**src/rtl/hp_bytequad_pkg.sv**
```systemverilog
// Shared Tube host-to-parasite definitions: channel indices, default R3 depth, select decode.
// Optional build macro: HP_OVERFLOW_FLAG_EN (sticky write-when-full flags).
package hp_bytequad_pkg;

  localparam int R1_IDX = 0;
  localparam int R2_IDX = 1;
  localparam int R3_IDX = 2;
  localparam int R4_IDX = 3;

  localparam int R3_DEPTH_DEF = 2;
  localparam int BYTE_W       = 8;

  // Parasite side picks exactly one channel: the lowest set select bit.
  function automatic logic [3:0] lowest_sel(input logic [3:0] sel);
    logic [3:0] res;
    res = 4'b0000;
    if (sel[0])      res = 4'b0001;
    else if (sel[1]) res = 4'b0010;
    else if (sel[2]) res = 4'b0100;
    else if (sel[3]) res = 4'b1000;
    return res;
  endfunction

endpackage

```
**src/rtl/hp_bytequad_byte.sv**
```systemverilog
// Single-byte host-to-parasite latch with valid flag (used for R1, R2, R4).
// HP_OVERFLOW_FLAG_EN adds a sticky write-when-full flag.
module hp_byte
  import hp_bytequad_pkg::*;
(
  input  logic              clk,
  input  logic              rst,
  input  logic              wr_req,
  input  logic              rd_req,
  input  logic [BYTE_W-1:0] din,
  output logic [BYTE_W-1:0] dout,
  output logic              valid,
  output logic              overflow
);

  logic              pop;
  logic              push;
  logic [BYTE_W-1:0] data_q;
  logic              valid_q;

  // A same-cycle read frees the latch, so a write while full is accepted then.
  assign pop  = rd_req & valid_q;
  assign push = wr_req & (~valid_q | pop);

  always_ff @(posedge clk or posedge rst) begin
    if (rst) begin
      data_q  <= '0;
      valid_q <= 1'b0;
    end else begin
      if (push)
        data_q <= din;
      if (push)
        valid_q <= 1'b1;
      else if (pop)
        valid_q <= 1'b0;
    end
  end

  assign dout  = data_q;
  assign valid = valid_q;

`ifdef HP_OVERFLOW_FLAG_EN
  logic ovf_q;

  always_ff @(posedge clk or posedge rst) begin
    if (rst)
      ovf_q <= 1'b0;
    else if (wr_req & valid_q)
      ovf_q <= 1'b1;
  end

  assign overflow = ovf_q;
`else
  assign overflow = 1'b0;
`endif

endmodule

```
**src/rtl/hp_bytequad.sv**
```systemverilog
// Host-to-parasite half of the Tube register file: R1/R2/R4 byte latches, R3 FIFO, PIRQ/PNMI.
// HP_OVERFLOW_FLAG_EN enables sticky per-channel write-when-full flags on h_overflow.
module hp_bytequad
  import hp_bytequad_pkg::*;
#(
  parameter int R3_DEPTH = R3_DEPTH_DEF,
  parameter int R3_CW    = 2
) (
  input  logic              h_phi2,
  input  logic              h_rst,
  input  logic              h_wr,
  input  logic [3:0]        h_selectData,
  input  logic [BYTE_W-1:0] h_data,
  input  logic              p_rd,
  input  logic [3:0]        p_selectData,
  input  logic              one_byte_mode,
  input  logic              irq_en_r1,
  input  logic              irq_en_r4,
  input  logic              nmi_en_r3,
  output logic [BYTE_W-1:0] p_data,
  output logic [3:0]        p_data_available,
  output logic [3:0]        h_full,
  output logic              hp_zero_r3_bytes_avail,
  output logic              p_irq,
  output logic              p_nmi,
  output logic [3:0]        h_overflow
);

  localparam int PW = (R3_DEPTH > 1) ? $clog2(R3_DEPTH) : 1;
  localparam logic [R3_CW-1:0] R3_FULL_CNT = R3_CW'(R3_DEPTH);
  localparam logic [PW-1:0]    PTR_LAST    = PW'(R3_DEPTH - 1);

  logic [3:0]        wr_req;
  logic [3:0]        rd_sel;
  logic [3:0]        rd_req;
  logic [BYTE_W-1:0] r1_data, r2_data, r4_data;
  logic              r1_vld, r2_vld, r4_vld;
  logic              r1_ovf, r2_ovf, r4_ovf;

  assign wr_req = {4{h_wr}} & h_selectData;
  assign rd_sel = lowest_sel(p_selectData);
  assign rd_req = {4{p_rd}} & rd_sel;

  hp_byte u_r1 (
    .clk      (h_phi2),
    .rst      (h_rst),
    .wr_req   (wr_req[R1_IDX]),
    .rd_req   (rd_req[R1_IDX]),
    .din      (h_data),
    .dout     (r1_data),
    .valid    (r1_vld),
    .overflow (r1_ovf)
  );

  hp_byte u_r2 (
    .clk      (h_phi2),
    .rst      (h_rst),
    .wr_req   (wr_req[R2_IDX]),
    .rd_req   (rd_req[R2_IDX]),
    .din      (h_data),
    .dout     (r2_data),
    .valid    (r2_vld),
    .overflow (r2_ovf)
  );

  hp_byte u_r4 (
    .clk      (h_phi2),
    .rst      (h_rst),
    .wr_req   (wr_req[R4_IDX]),
    .rd_req   (rd_req[R4_IDX]),
    .din      (h_data),
    .dout     (r4_data),
    .valid    (r4_vld),
    .overflow (r4_ovf)
  );

  logic [BYTE_W-1:0] r3_mem [R3_DEPTH];
  logic [PW-1:0]     r3_wp, r3_rp;
  logic [R3_CW-1:0]  r3_cnt;
  logic [R3_CW-1:0]  r3_cap;
  logic              r3_full;
  logic              r3_push, r3_pop;

  // Capacity follows one_byte_mode live; excess bytes simply drain.
  assign r3_cap  = one_byte_mode ? R3_CW'(1) : R3_FULL_CNT;
  assign r3_full = (r3_cnt >= r3_cap);
  assign r3_pop  = rd_req[R3_IDX] & (r3_cnt != '0);
  assign r3_push = wr_req[R3_IDX] & (~r3_full | r3_pop);

  function automatic logic [PW-1:0] ptr_inc(input logic [PW-1:0] p);
    return (p == PTR_LAST) ? '0 : p + PW'(1);
  endfunction

  always_ff @(posedge h_phi2 or posedge h_rst) begin
    if (h_rst) begin
      r3_wp  <= '0;
      r3_rp  <= '0;
      r3_cnt <= '0;
      for (int i = 0; i < R3_DEPTH; i++)
        r3_mem[i] <= '0;
    end else begin
      if (r3_push) begin
        r3_mem[r3_wp] <= h_data;
        r3_wp         <= ptr_inc(r3_wp);
      end
      if (r3_pop)
        r3_rp <= ptr_inc(r3_rp);
      if (r3_push & ~r3_pop)
        r3_cnt <= r3_cnt + R3_CW'(1);
      else if (r3_pop & ~r3_push)
        r3_cnt <= r3_cnt - R3_CW'(1);
    end
  end

  always_comb begin
    p_data = '0;
    if (rd_sel[R1_IDX])      p_data = r1_data;
    else if (rd_sel[R2_IDX]) p_data = r2_data;
    else if (rd_sel[R3_IDX]) p_data = r3_mem[r3_rp];
    else if (rd_sel[R4_IDX]) p_data = r4_data;
  end

  assign p_data_available       = {r4_vld, (r3_cnt != '0), r2_vld, r1_vld};
  assign h_full                 = {r4_vld, r3_full, r2_vld, r1_vld};
  assign hp_zero_r3_bytes_avail = (r3_cnt == '0);

  // Requests are registered from current occupancy, so they trail it by one cycle.
  always_ff @(posedge h_phi2 or posedge h_rst) begin
    if (h_rst) begin
      p_irq <= 1'b0;
      p_nmi <= 1'b0;
    end else begin
      p_irq <= (irq_en_r1 & r1_vld) | (irq_en_r4 & r4_vld);
      p_nmi <= nmi_en_r3 & (one_byte_mode ? (r3_cnt != '0) : (r3_cnt == R3_FULL_CNT));
    end
  end

`ifdef HP_OVERFLOW_FLAG_EN
  logic r3_ovf;

  always_ff @(posedge h_phi2 or posedge h_rst) begin
    if (h_rst)
      r3_ovf <= 1'b0;
    else if (wr_req[R3_IDX] & r3_full)
      r3_ovf <= 1'b1;
  end

  assign h_overflow = {r4_ovf, r3_ovf, r2_ovf, r1_ovf};
`else
  logic unused_ovf;
  assign unused_ovf = r1_ovf ^ r2_ovf ^ r4_ovf;
  assign h_overflow = 4'b0000;
`endif

endmodule

```
**config.mk**
```make
export PLATFORM = sky130hd
export DESIGN_NAME = hp_bytequad
export DESIGN_NICKNAME = d
export VERILOG_FILES = /design/src/rtl/hp_bytequad_pkg.sv /design/src/rtl/hp_bytequad_byte.sv /design/src/rtl/hp_bytequad.sv
export SDC_FILE = /design/constraint.sdc
export NUM_CORES = 1
export LEC_CHECK = 0
export BUFFER_PORTS_ARGS = -buffer_cell sky130_fd_sc_hd__buf_4
export CAP_MARGIN = 15
export CORE_ASPECT_RATIO = 1.75
export CORE_MARGIN = 1.5
export CORE_UTILIZATION = 53
export CTS_BUF_LIST = sky130_fd_sc_hd__clkbuf_8
export CTS_CLUSTER_SIZE = 24
export DETAILED_ROUTE_END_ITERATION = 8
export PLACE_DENSITY = 0.82
export SLEW_MARGIN = 40
export SYNTH_ARGS = -nofsm -noshare
export SYNTH_HDL_FRONTEND = slang
export SYNTH_SLANG_ARGS = --single-unit
```
**constraint.sdc**
```tcl
create_clock -name h_phi2 -period 2.3 [get_ports h_phi2]
set_input_delay 0.23 -clock h_phi2 [delete_from_list [all_inputs] [get_ports h_phi2]]
set_output_delay 0.23 -clock h_phi2 [all_outputs]
set_load 0.1 [all_outputs]
```
Word-level counts from Yosys, hierarchy flattened
Index checks and enable logic that the tools add are counted.

storage, ports and cells
  logic and storage cells = 83
  register bits after elaboration = 49
  bits of input ports = 24
  output and inout bits = 23

operators by class
  add/sub/neg operators = 4
  reduce and logical (&&, ||, !) cells = 7
  multiplexer cells = 26
  bitwise operators = 28
  equal/unequal tests = 1
  magnitude comparators = 4

operators with widths
  kind                                                                  count
  8-bit two-way mux                                                     8
  16-bit bitwise mux                                                    1
  4-bit two-way mux                                                     4
  1-bit AND                                                             13
  2-bit nonzero test                                                    5
  1-bit two-way mux                                                     9
  4-bit AND                                                             2
  8-bit demux with 1-bit select                                         1
  2-bit two-way mux                                                     3
  1-bit NOT                                                             6
  1-bit OR                                                              5
  2-bit >= comparator, second input constant                            2
  1-bit NOT with 2-bit output                                           2
  1-bit adder, second input constant                                    2
  2-bit by 1-bit adder with 2-bit output, second input constant         1
  2-bit == test, second input constant                                  1
  2-bit >= comparator                                                   1
  2-bit zero test                                                       1
  2-bit by 1-bit < comparator with 1-bit output, second input constant  1
  2-bit by 1-bit subtractor with 2-bit output, second input constant    1
  1-bit logical AND                                                     1

Depth between registers and ports, before layout
Gate-level depths: netlist (run 1).

  word-level depth = 12
  gate-level depth with buffers = 10
  depth with buffers taken out = 10

Cells and area by module
From an unflattened synthesis (run 1), not the netlist that was laid out.

unflattened totals
  cell total of the unflattened synthesis = 189
  area, all modules = 2,555.0 um^2

modules (own cells, without submodules)
  module       cells each  area each (um^2)  instances
  hp_bytequad  120         1,376.3           1
  hp_byte      23          392.9             3

Least setup slack after synthesis (run 1)
No wires, ideal clock.

  path type = reg2out
  start = reg r3_rp
  end = out p_data[0]
  data arrival time = 3.170 ns
  cell stages (with the launch flop) = 5
  path slack = -1.100 ns
  cell sequence = dfrtp_1 > clkbuf_1 > mux2_2 > a221oi_1 > o31ai_1

on the way
  cells in the longest elaborated chain, start to end = 7

ends and longest elaborated chain
  element                                                RTL line            text
  from (decl)                                            hp_bytequad.sv:78   logic [PW-1:0] r3_wp, r3_rp;
  from (signal assigned)                                 hp_bytequad.sv:107  r3_rp <= ptr_inc(r3_rp);
  1-bit NOT with 2-bit output (not written as such)      hp_bytequad.sv:119  else if (rd_sel[R3_IDX]) p_data = r3_mem[r3_rp];
  8-bit two-way mux (not written as such) (3 in series)  hp_bytequad.sv:119
  8-bit two-way mux                                      hp_bytequad.sv:119
  8-bit two-way mux                                      hp_bytequad.sv:118  else if (rd_sel[R2_IDX]) p_data = r2_data;
  8-bit two-way mux                                      hp_bytequad.sv:117  if (rd_sel[R1_IDX]) p_data = r1_data;
  to (decl)                                              hp_bytequad.sv:20   output logic [BYTE_W-1:0] p_data,

Every way passes these cells. The select of a mux whose other input is x is not followed.

Worst setup path after layout (run 1)
  start = reg r3_rp
  end = out p_data[6]

Same word-level chain as after synthesis.

==> results of run 1 <==
## state kept, by name (all words and copies together) (netlist names)
| register | count |
|---|---|
| u_r1.dout | 8 |
| r3_mem | 16 |
| u_r2.valid | 1 |
| u_r4.dout | 8 |
| u_r4.valid | 1 |
| r3_cnt | 2 |
| u_r2.dout | 8 |
| p_irq | 1 |
| u_r1.valid | 1 |
| p_nmi | 1 |
| r3_rp | 1 |
| r3_wp | 1 |
## routing by layer
layer / wire [µm] / vias to the layer above
met5: 0 / -
met4: 75 / 0
met3: 228 / 7
met2: 2460 / 40
met1: 1870 / 790
li1: - / 751
## per-stage QoR
stage	setup WS [ns]	instance area (µm²)	utilization [%]
6_report	0.143	2970	68.1
5_1_grt	0.0274	2970	68.1
4_1_cts	0.00589	2970	68.0
3_5_place_dp	0.274	2860	65.4
3_3_place_gp	0.307	2860	65.4
2_1_floorplan	-0.267	2520	-
## worst max-delay path: stages, from the launching register on
cell      delay [ns]
dfrtp_2         0.51
mux2_2          0.36
a221oi_1        0.41
o31ai_4         0.10
buf_4           0.24
## placed cells by master, fill, tap and decap left out, types with 2 or more instances in the layout
master	netlist	final
nand2_1	18	18
a21oi_1	3	3
a221oi_1	8	8
ha_1	3	3
dfrtp_1	49	48
xnor2_1	2	2
nor2_1	2	2
inv_1	6	4
nand2b_1	2	2
xor2_1	3	3
mux2_2	48	48
buf_4	11	49
conb_1	1	4
nor2b_1	10	10
o31ai_4	0	7
clkbuf_8	0	5
## layout make-up
cell class	instances	share of cell area, %
flip-flops and latches	49	41.3
multi-input cells	122	38.8
clock inverters	2	1.18
inverters	6	0.885
well taps	51	2.15
clock buffers	5	2.32
repair buffers	51	13.4
## cells by family (layout without fill, tap and decap cells)
family / Yosys count / in the layout
other: 1 / 4
adders and majority gates: 3 / 3
AOI/OAI and AO/OA: 24 / 24
muxes: 49 / 49
and+or+nand+nor: 37 / 37
buffers and inverters: 24 / 64
DFF: 49 / 49
xor gates and xnor gates: 5 / 5
## power by group through the flow
stage,logic (W),clock network [W],registers [W]
final,0.00163,0.000586,0.00139
after global routing,0.00173,0.000633,0.00143
after CTS,0.00165,0.000603,0.00139
after detailed placement,0.00164,0,0.00141
after global placement,0.00161,0,0.00139
after floorplan,0.00137,0,0.00137
## final timing paths
kind	to	slack, ns
max	p_data[6]	0.14
min	p_irq	0.15
max reg2reg	r3_mem[11]	0.27
min reg2reg	r3_mem[3]	0.51
max in group asynchronous	r3_rp	1.23
min in group asynchronous	u_r2.dout[7]	0.53
## repair_timing
action,CTS,global route
resized for setup,0,1
hold endpoints to repair,19,0
setup endpoints to repair,0,7
hold buffers,1,0
==> flow_metrics.tcl, run 1 <==
set metrics [dict create \
    cap_violations 0 \
    num_rows 32 \
    fmax_mhz 464 \
    clockBufferDepth 2 \
    p_int_w 0.00212 \
    multi_input_area_um2 1150 \
    yosys_register_bits 49 \
    use_met2_pct 35.5 \
    yosys.area.top_type "dfrtp_1" \
    ir_drop_uv 943 \
    syn_inst 192 \
    power_density_nw_per_um2 1210 \
    routed_wl_mm 4.63 \
    fin_setup_tns_ns 0 \
    drc 0 \
    min_path_cells 2 \
    grt_pass1_vias 1614 \
    drive_above_1_share_pct 51.5 \
    worstSetupPathType "flop to output port" \
    synth_mux_area_share_pct 22.9 \
    firstDrtPassIters 4 \
    grt_util_met1_pct 28.3 \
    cts_root_buffer "clkbuf_8" \
    synthTopCellsByArea "dfrtp_1 51%, mux2_2 23%, buf_4 3.4%" \
    vias_per_cell 5.55 \
    finalNetCount 262 \
    post-route-min-period_ns 2.16 \
    async_reset_ff_share_pct 100 \
    grt_use_met3_pct 5.05 \
    clk_pin_slew_ns 0.08 \
    combPwrFrac_pct 45.2 \
    fillCellCount 331 \
    netSwitchingFraction_pct 41.2 \
    track_usage_pct 22.1 \
    portBuffers 42 \
    synth_top_family_by_area "multiplexers" \
    grt_busiest_layer "met2" \
    fin_crit_sh_pct 93.8 \
    power_w 0.00361 \
    post-cts-setup-buffers 0 \
    rr_worst_depth 7 \
    skew_ns 0.0112 \
    core-area_um2 4360 \
    insertion_delay_ns 0.30 \
    die_width_um 53.9 \
    grt_start_max_net_pins 27 \
    drtIter0Drc 43 \
    cp.arrival_ns 1.93 \
    ioPinCount 47 \
    syn2layout_area_growth_pct 23.7 \
    synthAdderAreaFrac_pct 1.56 \
    yosys_warnings 0 \
    hpwl_mm 3.39 \
    cp_max_fo 9 \
    pwr-share-clk_pct 16.2 \
    worstHoldStart "irq_en_r4" \
    gp_congestion 0.771 \
    setup_violations 0 \
    synth_commonest_cells "49 x dfrtp_1, 48 x mux2_2, 18 x nand2_1" \
    synth_cell_type_count 29 \
    initial_core_util_pct 55.0 \
    vias 1588 \
    cts_inserted_buffers 5 \
    r2r_start "r3_cnt[0]" \
    num_antenna_cells 0 \
    tritoncts "built" \
    die_h_um 92.0 \
    syn_area_per_cell_um2 12.5 \
    tightest_slew_ns 0.561 \
    rsz0062_at_grt "false" \
    p_leak_nw 1.32 \
    cp-end-kind "output port" \
    hold_viol 0 \
    synthSimpleGateAreaFrac_pct 8.29 \
    regArea_um2 1230 \
    drt.antenna.violating_nets 0 \
    antenna_found_initial 0 \
    gr-total-overflow 0 \
    required_ns 2.07 \
    crit_path_start "r3_rp" \
    netlist_area_um2 2400 \
    synth_edf_count 0 \
    netSwitchingPower_w 0.00149 \
    outcome "complete, no violations" \
    layout.cells.non_filler 286 \
    pwr-share-seq_pct 38.6 \
    crit_path_start_kind "flop" \
    routedWlPerCell_um 16.2 \
    htreeDepth 2 \
    synth_top_area_share_pct 51.1 \
    dieArea_um2 4960 \
    synth_xor_area_share_pct 1.82 \
    dpl.cell_count 278 \
    synth_compound_area_share_pct 8.39 \
    synth-seq-area-share_pct 51.1 \
    cts_num_sinks 49 \
    ys.flop_type "dfrtp_1" \
    drv_slew 0 \
    grt_pass1_wl_mm 7.77 \
    hold_class "primary input to flop" \
    maxSlewHeadroom_pct 62.6 \
    hold-worst-slack_ns 0.148 \
    synth.most_common_cell "dfrtp_1" \
]
Power figures use the tool's default switching activity.
==> run 2, diff against run 1 <==
Settings changed: PLACE_DENSITY 0.82 to 0.77.
==> flow_metrics.tcl, run 2 (synthesis gave the netlist of run 1 again) <==
set metrics [dict create \
    vias 1609 \
    worstSetupPathType "flop to output port" \
    hold_class "primary input to async pin" \
    vias_per_cell 5.61 \
    hold-worst-slack_ns 0.0259 \
    routedWlPerCell_um 17.4 \
    post-route-min-period_ns 2.19 \
    portBuffers 42 \
    cp_max_fo 9 \
    required_ns 2.07 \
    rsz0062_at_grt "false" \
    ctsResizeCount 1 \
    num_rows 32 \
    post-route-util_pct 68.4 \
    dieArea_um2 4960 \
    clockBufferDepth 2 \
    drtIter0Drc 12 \
    cts_num_sinks 49 \
    post-cts-setup-buffers 0 \
    insertion_delay_ns 0.30 \
    firstDrtPassIters 4 \
    fin_crit_sh_pct 95.1 \
    drt.antenna.violating_nets 0 \
    routed_wl_mm 4.98 \
    core-area_um2 4360 \
    ioPinCount 47 \
    grt_pass1_vias 1670 \
    cts_root_buffer "clkbuf_8" \
    ctsHoldBuffers 0 \
    track_usage_pct 22.4 \
    path_delay_family "compound AO/OA/AOI/OAI gates" \
    cpPeakStageDelay_ns 0.51 \
    syn2layout_area_growth_pct 24.3 \
    initial_core_util_pct 55.0 \
    fmax_mhz 457 \
    finalNetCount 262 \
    p_leak_nw 1.33 \
    skew_ns 0.00939 \
    hold_viol 0 \
    fin_setup_tns_ns 0 \
    drv_slew 0 \
    drive_above_1_share_pct 52.1 \
    outcome "complete, no violations" \
    setup_violations 0 \
    clk_pin_slew_ns 0.09 \
    critPathSlowestCell "dfrtp_2" \
    layout_commonest_cell "buf_4" \
    die_width_um 53.9 \
    cap_violations 0 \
    antenna_found_initial 0 \
    layout_common_cells "51 x buf_4, 48 x mux2_2, 48 x dfrtp_1" \
    path_buf_inv 1 \
    htreeDepth 2 \
    fillCellCount 328 \
    worstPathCellList "mux2_2 > a221oi_1 > o31ai_4 > buf_4" \
    largest_reg_flops 16 \
    die_h_um 92.0 \
    gp_congestion 0.740 \
    drc 0 \
    gr-total-overflow 0 \
    num_antenna_cells 0 \
    tritoncts "built" \
    cp-end-kind "output port" \
    maxSlewHeadroom_pct 54.7 \
    crit_path_start_kind "flop" \
    grt_pass1_wl_mm 7.94 \
    power_density_nw_per_um2 1260 \
    regMostFlops "r3_mem" \
    cts_inserted_buffers 5 \
    tightest_slew_ns 0.678 \
    grt_start_max_net_pins 33 \
    hpwl_mm 3.56 \
    cp.arrival_ns 1.96 \
    ir_drop_uv 1100 \
]
## run 2: metal layers
metal	up-vias	share of wire (%)	track usage [%]
met5	-	0	0
met4	0	2.4	9.40
met3	11	3.9	3.42
met2	44	55	38.6
met1	807	39	26.2
li1	747	-	-
## run 2: area by class of cell
cell class	instances	area (µm²)	share of cell area, %
timing repair buffer	51	383	12.8
clock inverter	3	65.1	2.18
multi-input combinational	122	1150	38.6
sequential	49	1230	41.1
tap	51	63.8	2.14
clock buffer	5	68.8	2.31
inverter	6	26.3	0.880
## run 2: worst paths after layout
path	from	end	slack, ns	cells past startpoint
worst max-delay path	r3_rp	p_data[7]	0.11	4
worst min-delay path	h_rst	u_r2.dout[7]	0.03	2
worst max register to register	r3_cnt[0]	r3_mem[8]	0.23	7
worst min register to register	r3_mem[14]	r3_mem[14]	0.51	1
max in group asynchronous	h_rst	r3_mem[8]	1.64	3
min in group h_phi2	irq_en_r4	p_irq	0.15	2
## run 2: metrics by stage
| stage | power (W) | setup slack [ns] | area, µm² | instances |
|---|---|---|---|---|
| 2_1_floorplan | 0.00274 | -0.267 | 2520 | 195 |
| 3_3_place_gp | 0.00300 | 0.334 | 2850 | 279 |
| 3_5_place_dp | 0.00307 | 0.239 | 2850 | 279 |
| 4_1_cts | 0.00379 | 0.0934 | 2990 | 287 |
| 5_1_grt | 0.00393 | 0.0342 | 2990 | 287 |
| 6_report | 0.00375 | 0.113 | 2990 | 287 |
## run 2: power breakdown
group	switching (W)	internal (W)	total (W)
logic	0.00102	0.000628	0.00165
clock network	0.000281	0.000432	0.000713
registers	0.000214	0.00118	0.00139
==> run 3, diff against run 2 <==
Settings changed: GPL_TIMING_DRIVEN set to 0, HOLD_SLACK_MARGIN set to 0.06.
==> flow_metrics.tcl, run 3 (synthesis gave the netlist of run 1 again) <==
set metrics [dict create \
    htreeDepth 2 \
    rrSetupSlack_ns 0.26 \
    tightest_slew_ns 0.597 \
    drv_slew 0 \
    drtIter0Drc 19 \
    p_int_w 0.00207 \
    p_leak_nw 1.34 \
    min_path_cells 3 \
    fin_crit_sh_pct 95.9 \
    cp-end-kind "output port" \
    cp_max_fo 9 \
    pwr-share-clk_pct 14.1 \
    setup_violations 0 \
    initial_core_util_pct 55.0 \
    vias 1622 \
    hold_viol 0 \
    worstSetupPathType "flop to output port" \
    ioPinCount 47 \
    cap_violations 0 \
    layout.cells.non_filler 294 \
    skew_ns 0.00783 \
    dieArea_um2 4960 \
    die_h_um 92.0 \
    required_ns 2.07 \
    fin_setup_tns_ns 0 \
    firstDrtPassIters 4 \
    maxSlewHeadroom_pct 60.2 \
    syn2layout_area_growth_pct 25.7 \
    min_to "u_r4.valid" \
    netSwitchingFraction_pct 42.2 \
    gp_congestion 0.759 \
    layout_commonest_cell "buf_4" \
    pwr-share-seq_pct 39.1 \
    worstHoldStart "h_selectData[3]" \
    tritoncts "built" \
    num_rows 32 \
    fmax_mhz 453 \
    layout_common_cells "51 x buf_4, 48 x mux2_2, 48 x dfrtp_1" \
    ir_drop_uv 1140 \
    grt_pass1_wl_mm 7.95 \
    largest_reg_flops 16 \
    r2r_start "r3_cnt[0]" \
    dpl.cell_count 287 \
    rsz0062_at_grt "false" \
    r2r-end "r3_cnt[1]" \
    rr_worst_depth 10 \
    crit_path_start_kind "flop" \
    hpwl_mm 3.51 \
    regMostFlops "r3_mem" \
    clockBufferDepth 2 \
    outcome "complete, no violations" \
    drt.antenna.violating_nets 0 \
    die_width_um 53.9 \
    vias_per_cell 5.52 \
    grt_start_max_net_pins 36 \
    portBuffers 40 \
    cts_num_sinks 49 \
    power_density_nw_per_um2 1180 \
    grt_pass1_vias 1705 \
    drc 0 \
    gr-total-overflow 0 \
    post-route-min-period_ns 2.21 \
    num_antenna_cells 0 \
    cts_root_buffer "clkbuf_8" \
    drive_above_1_share_pct 51.9 \
    power_w 0.00357 \
    cp.arrival_ns 1.98 \
    routed_wl_mm 4.78 \
    routedWlPerCell_um 16.2 \
    clk_pin_slew_ns 0.09 \
    antenna_found_initial 0 \
    track_usage_pct 22.1 \
    hold-worst-slack_ns 0.158 \
    netSwitchingPower_w 0.00151 \
    cts_inserted_buffers 5 \
    combPwrFrac_pct 46.9 \
    finalNetCount 270 \
    core-area_um2 4360 \
    insertion_delay_ns 0.29 \
    hold_class "primary input to flop" \
]
run 3: cell count changes in the layout (fill, tap and decap cells not counted), moves of 2 or more:
cell       previous run  this run
bufinv_16             2         0
a21oi_2               0         2
clkbuf_1              0         4
a21oi_1               3         0
run 3: what timing repair did:
action                                  CTS  global route
buffers inserted                          0             0
endpoints found under the setup margin    9             1
resized for setup                         2             1
hold buffers                              1             0
pin swaps                                 0             0
endpoints found under the hold margin    14             0
run 3: power groups by stage:
stage,Combinational [W],Clock [W],Sequential (W)
2_1_floorplan,0.00137,0,0.00137
3_3_place_gp,0.00167,0,0.00135
3_5_place_dp,0.00171,0,0.00137
4_1_cts,0.00168,0.000514,0.00139
5_1_grt,0.00177,0.000548,0.00144
6_report,0.00167,0.000502,0.00140
run 3: final cells by class:
cell class              count  area, µm²
clock buffers               6       82.6
repair buffers             42        330
clock inverters             1       3.75
fillers                   343       1350
flip-flops and latches     49       1230
multi-input cells         122       1170
plain buffers              17        113
well taps                  51       63.8
inverters                   6       28.8
run 3: worst max-delay path, cell delays in order (launching register included):
cell and delay (ns):
dfrtp_2 0.54, mux2_2 0.37, a221oi_1 0.43, o31ai_4 0.11, buf_4 0.24
run 3: metrics by stage:
stage / setup WS [ns] / util, % / area [µm²]
finish: 0.0941 / 69.2 / 3020
global route: 0.00981 / 69.2 / 3020
CTS: 0.0874 / 69.0 / 3010
detailed placement: 0.0299 / 66.8 / 2910
global placement: 0.0988 / 66.1 / 2880
floorplan: -0.267 / - / 2520
run 3: how the worst max path moves through the flow:
| stage | start | endpoint | slack (ns) | cells after the start |
|---|---|---|---|---|
| after floorplan | r3_cnt[0] | r3_cnt[1] | -0.27 | 9 |
| after global placement | r3_cnt[0] | r3_cnt[1] | 0.1 | 10 |
| after detailed placement | r3_cnt[0] | r3_cnt[1] | 0.03 | 10 |
| after CTS | r3_rp | p_data[3] | 0.09 | 4 |
| after global routing | r3_rp | p_data[6] | 0.01 | 4 |
| final | r3_rp | p_data[2] | 0.09 | 4 |
run 3: layer usage:
layer | GRT usage [%] | routed length (µm)
met1 | 25.5 | 1920
met2 | 38.6 | 2590
met3 | 3.26 | 156
met4 | 9.19 | 108
met5 | 0 | 0
